==> src/rtl/upc_scan_receiver_pkg.sv <==
// upc_scan_pkg: shared FSM states, payload width and classifier item codes.
package upc_scan_pkg;
  typedef enum logic [2:0] {IDLE, START, DATA, PARITY, STOP} scan_state_t;
  localparam int PAYLOAD_BITS = 4;
  localparam logic [2:0] SOFA = 3'b000;
  localparam logic [2:0] TRASH = 3'b001;
  localparam logic [2:0] BALL = 3'b011;
  localparam logic [2:0] SWITCH = 3'b100;
  localparam logic [2:0] AIRPODS = 3'b101;
  localparam logic [2:0] CARDS = 3'b110;
endpackage

==> src/rtl/upc_scan_receiver_bit_timer.sv <==
// scan_bit_timer: bit-period counter ticking at half period in START, full period otherwise.
module scan_bit_timer #(
  parameter int CLKS_PER_BIT = 5208
) (
  input  logic clk,
  input  logic reset,
  input  logic clr,
  input  logic half,
  output logic tick
);
  localparam int W = $clog2(CLKS_PER_BIT);
  localparam logic [W-1:0] FULL_END = W'(CLKS_PER_BIT - 1);
  localparam logic [W-1:0] HALF_END = W'(CLKS_PER_BIT / 2 - 1);
  logic [W-1:0] cnt;
  always_comb tick = cnt == (half ? HALF_END : FULL_END);
  always_ff @(posedge clk) cnt <= (reset || clr || tick) ? '0 : cnt + 1'b1;
endmodule

==> src/rtl/upc_scan_receiver.sv <==
// upc_scan_receiver: serial scanner frame receiver with parity/stop checks and a one-entry output buffer.
module upc_scan_receiver
  import upc_scan_pkg::*;
#(
  parameter int CLKS_PER_BIT = 5208,
  parameter int SYNC_STAGES = 2
) (
  input  logic       clk,
  input  logic       reset,
  input  logic       scan_in,
  input  logic       out_ready,
  output logic       out_valid,
  output logic [2:0] out_upc,
  output logic       out_mark,
  output logic       frame_err,
  output logic       overrun,
  output logic       busy
);
  logic [SYNC_STAGES-1:0] sync;
  logic [PAYLOAD_BITS-1:0] shreg;
  logic [1:0] bit_idx;
  logic s_in, s_prev, tick, par, stop_done, good, accept;
  scan_state_t state;
  scan_bit_timer #(.CLKS_PER_BIT(CLKS_PER_BIT)) u_timer (
    .clk  (clk),
    .reset(reset),
    .clr  (state == IDLE),
    .half (state == START),
    .tick (tick)
  );
  always_comb begin
    s_in = sync[SYNC_STAGES-1];
    busy = state != IDLE;
    stop_done = state == STOP && tick;
    good = ~^{shreg, par} && s_in;
    accept = stop_done && good && (!out_valid || out_ready);
  end
  always_ff @(posedge clk) begin
    if (reset) begin
      sync <= '1;
      s_prev <= 1'b1;
      state <= IDLE;
      bit_idx <= '0;
      shreg <= '0;
      par <= 1'b0;
      out_valid <= 1'b0;
      out_upc <= '0;
      out_mark <= 1'b0;
      frame_err <= 1'b0;
      overrun <= 1'b0;
    end else begin
      sync <= {sync[SYNC_STAGES-2:0], scan_in};
      s_prev <= s_in;
      frame_err <= stop_done && !good;
      overrun <= stop_done && good && out_valid && !out_ready;
      if (accept) begin
        out_valid <= 1'b1;
        out_upc <= {shreg[0], shreg[1], shreg[2]};
        out_mark <= shreg[3];
      end else if (out_ready) out_valid <= 1'b0;
      case (state)
        IDLE: if (s_prev && !s_in) state <= START;
        START: if (tick) begin
          state <= s_in ? IDLE : DATA;
          bit_idx <= '0;
        end
        DATA: if (tick) begin
          shreg[bit_idx] <= s_in;
          bit_idx <= bit_idx + 2'd1;
          if (bit_idx == 2'd3) state <= PARITY;
        end
        PARITY: if (tick) begin
          par <= s_in;
          state <= STOP;
        end
        STOP: if (tick) state <= IDLE;
        default: state <= IDLE;
      endcase
    end
  end
endmodule

==> config.mk <==
export PLATFORM = sky130hd
export DESIGN_NAME = upc_scan_receiver
export DESIGN_NICKNAME = d
export VERILOG_FILES = /design/src/rtl/upc_scan_receiver_pkg.sv /design/src/rtl/upc_scan_receiver_bit_timer.sv /design/src/rtl/upc_scan_receiver.sv
export SDC_FILE = /design/constraint.sdc
export NUM_CORES = 1
export LEC_CHECK = 0
export ABC_AREA = 0
export CORE_MARGIN = 5
export CORE_UTILIZATION = 61
export CTS_CLUSTER_SIZE = 12
export DETAILED_ROUTE_END_ITERATION = 6
export PLACE_DENSITY = 0.8
export SYNTH_ARGS = -nofsm -noshare
export SYNTH_HDL_FRONTEND = slang
export SYNTH_SLANG_ARGS = --single-unit
export TNS_END_PERCENT = 10
==> constraint.sdc <==
create_clock -name clk -period 5.5 [get_ports clk]
set_input_delay 1.1 -clock clk [delete_from_list [all_inputs] [get_ports clk]]
set_output_delay 1.1 -clock clk [all_outputs]
set_load 0.02 [all_outputs]
==> impl_metrics.env <==
export IMPL_final_antenna_net_count=0
export IMPL_cts_root_buffer="clkbuf_4"
export IMPL_synth_edff_count=0
export IMPL_synth_area_leaders="dfxtp_1, nand4_1, a21oi_1, ha_1, nand3_1"
export IMPL_arrival_ns=1.68
export IMPL_holdBufCountCts=0
export IMPL_period_needed_ns=2.783
export IMPL_synth_fp_nets=193
export IMPL_numCtsBuffers=5
export IMPL_r2r_start="u_timer.cnt[4]$_SDFF_PP0_"
export IMPL_critPathMaxStageDelay_ns=0.55
export IMPL_first_pass_iters=5
export IMPL_ys_warnings_count=0
export IMPL_start_kind="flip-flop"
export IMPL_cp_num_buf_inv=1
export IMPL_max_slew_margin_rel=0.2966
export IMPL_synth_top_cell_area_share=0.4058
export IMPL_rsz0062_at_grt="no"
export IMPL_htreeDepth=2
export IMPL_clkTransAtPathRegs_ns=0.10
export IMPL_die_w_um=61.66
export IMPL_p_leak_uw=0.0005819
export IMPL_grt_pass1_wl_um=5409
export IMPL_synth_cell_types=46
export IMPL_drc=0
export IMPL_num_vias=1364
export IMPL_critPathRequiredTime_ns=4.40
export IMPL_tritoncts="built"
export IMPL_grt_overflow=0
export IMPL_fin_nets=202
export IMPL_synth_ff_type="dfxtp_1"
export IMPL_setup_tns_ns=0
export IMPL_grt_max_degree=22
export IMPL_rows=18
export IMPL_async_flop_share=0
export IMPL_io_buffers=11
export IMPL_synth_common_cells="dfxtp_1, a21oi_1, nor2_1"
export IMPL_num_antenna_cells=0
export IMPL_cp_max_fo=8
export IMPL_stdcell_count=224
export IMPL_status="finished, final reports clean"
export IMPL_power_density_nw_per_um2=222.5
export IMPL_first_global_vias=1268
export IMPL_gp_congestion=0.8339
export IMPL_min_path_cells=1
export IMPL_start_util=0.6453
export IMPL_cts_setup_buffers=0
export IMPL_setup_violations=0
export IMPL_crit_cells=2
export IMPL_slew_viol_final=0
export IMPL_period_share=0.5061
export IMPL_drt_wl_total_um=3229
export IMPL_hold_end="sync[1]$_SDFF_PP1_"
export IMPL_rr_worst_depth=4
export IMPL_track_usage=0.1936
export IMPL_maxCapViolations=0
export IMPL_max_freq_ghz=0.3593
export IMPL_post_drt_wl_per_cell_um=14.42
export IMPL_viasPerCell=6.089
export IMPL_crit_type="flip-flop to output port"
export IMPL_hold_viol=0
export IMPL_synth_top_area_cell="dfxtp_1"
export IMPL_synthToLayoutAreaGrowth_pct=9.762
export IMPL_syn_area_um2=1628
export IMPL_hp_start="sync[0]$_SDFF_PP1_"
export IMPL_dp_hpwl_um=2302
export IMPL_synth_seq_cells=33
export IMPL_end_kind="output port"
export IMPL_fin_worst_skew_ns=0.01085
export IMPL_critPathSlowestCell="clkdlybuf4s50_1"
export IMPL_crit_family="buffers and inverters"
export IMPL_worst_slew_pin_transition_ns=1.041
export IMPL_clk_latency_ns=0.34
export IMPL_die_h_um=61.66
export IMPL_die_area_um2=3801
export IMPL_cts_resized_gates=0
export IMPL_core_um2=2522
export IMPL_boundaryPins=12
export IMPL_synth_most_common_cell="dfxtp_1"
export IMPL_clock_path_buffers=2
export IMPL_drive_gt1_frac=0.06186
export IMPL_grt_antenna_before_repair=0
export IMPL_synth_seq_area_share=0.4058
export IMPL_drt_iter0_drc=65
export IMPL_peakVddDrop_v=0.0002262
export IMPL_avgSynthCellArea_um2=8.847
export IMPL_cts_sinks=33
export IMPL_r2r_setup_slack_ns=3.23
export IMPL_path_cells="or3_1 > clkdlybuf4s50_1"
export IMPL_place_inst=216
export IMPL_min_path_type="flip-flop to flip-flop"
export IMPL_synthCells=184
export IMPL_r2r_end="u_timer.cnt[2]$_SDFF_PP0_"
## cells in the final DEF (no fill, tap or decap), drive strengths merged, types with 2 or more instances in the layout
cell           instances
nand2b                 4
and4                   2
xnor2                  6
nor3b                  2
and2                   3
or3                    3
o31ai                  4
nor3                   3
xor2                   6
inv                    7
clkbuf                 8
ha                     5
nand2                  8
a21oi                 14
or3b                   2
dfxtp                 33
nand3                 12
o21ai                  7
nand3b                 2
nor2                  14
and3                   3
clkdlybuf4s50         11
or2                    3
nand4                 13
## stage by stage
step / setup slack (ns) / utilization / power (uW) / hold WS, ns / instance area, um2
2_1_floorplan: 3.489 / - / 266.3 / 0.3895 / 1628
3_5_place_dp: 2.641 / 0.6890 / 272.8 / 0.3938 / 1738
5_1_grt: 2.628 / 0.7083 / 417.3 / 0.4420 / 1787
3_3_place_gp: 2.764 / 0.6890 / 271.6 / 0.3994 / 1738
6_report: 2.717 / 0.7083 / 397.5 / 0.4183 / 1787
4_1_cts: 2.699 / 0.7083 / 401.7 / 0.4193 / 1787
## registers in the layout, indices dropped and copies added, names as in the netlist, 2 cells and up
register     cells
u_timer.cnt     13
shreg            4
state            3
bit_idx          2
out_upc          3
sync             2
## logic make-up (layout without fill, tap and decap cells)
group,Yosys count,count (layout),synth area share
AND/OR/NAND/NOR,83,83,0.3059
multiplexers,1,1,0.006149
XOR/XNOR,13,13,0.07840
buffers and inverters,16,26,0.03921
AO/OA/AOI/OAI,33,33,0.1261
adder cells (fa/ha/maj),5,5,0.03843
flip-flops,33,33,0.4058
## report_power, final
group / switching [uW] / total (uW) / internal (uW)
combinational: 11.7 / 21.7 / 10.0
sequential: 4.05 / 245 / 241
clock: 79.4 / 130 / 50.9
## worst register-to-register path, stage by stage (launching register included)
cell	delay (ns)
dfxtp_1	0.39
nor4bb_1	0.91
nand4_1	0.32
nand3_1	0.43
nor2_1	0.11
## worst max-delay path by stage
| stage | slack (ns) | start | end |
|---|---|---|---|
| after floorplan | 3.49 | state[0]$_SDFFE_PP0P_ | busy |
| after global placement | 2.76 | reset | u_timer.cnt[12]$_SDFF_PP0_ |
| after detailed placement | 2.64 | reset | u_timer.cnt[11]$_SDFF_PP0_ |
| after CTS | 2.70 | state[0]$_SDFFE_PP0P_ | busy |
| after global routing | 2.63 | state[0]$_SDFFE_PP0P_ | busy |
| final | 2.72 | state[2]$_SDFFE_PP0P_ | busy |
## area by class of cell
cell class / instances / area [um2]
fill: 216 / 735.7
sequential: 33 / 660.6
inverter: 7 / 26.28
clock buffer: 8 / 48.80
tap: 30 / 37.54
timing repair buffer: 11 / 110.1
multi-input combinational: 135 / 903.4
## routing by layer
layer	GRT usage	up-vias	wire length (um)
met1	0.2478	642	1536
met2	0.2900	33	1454
met5	0	-	0
met4	0.1182	0	70
met3	0.05031	7	168
li1	-	682	-
(Power assumes the default switching activity.)
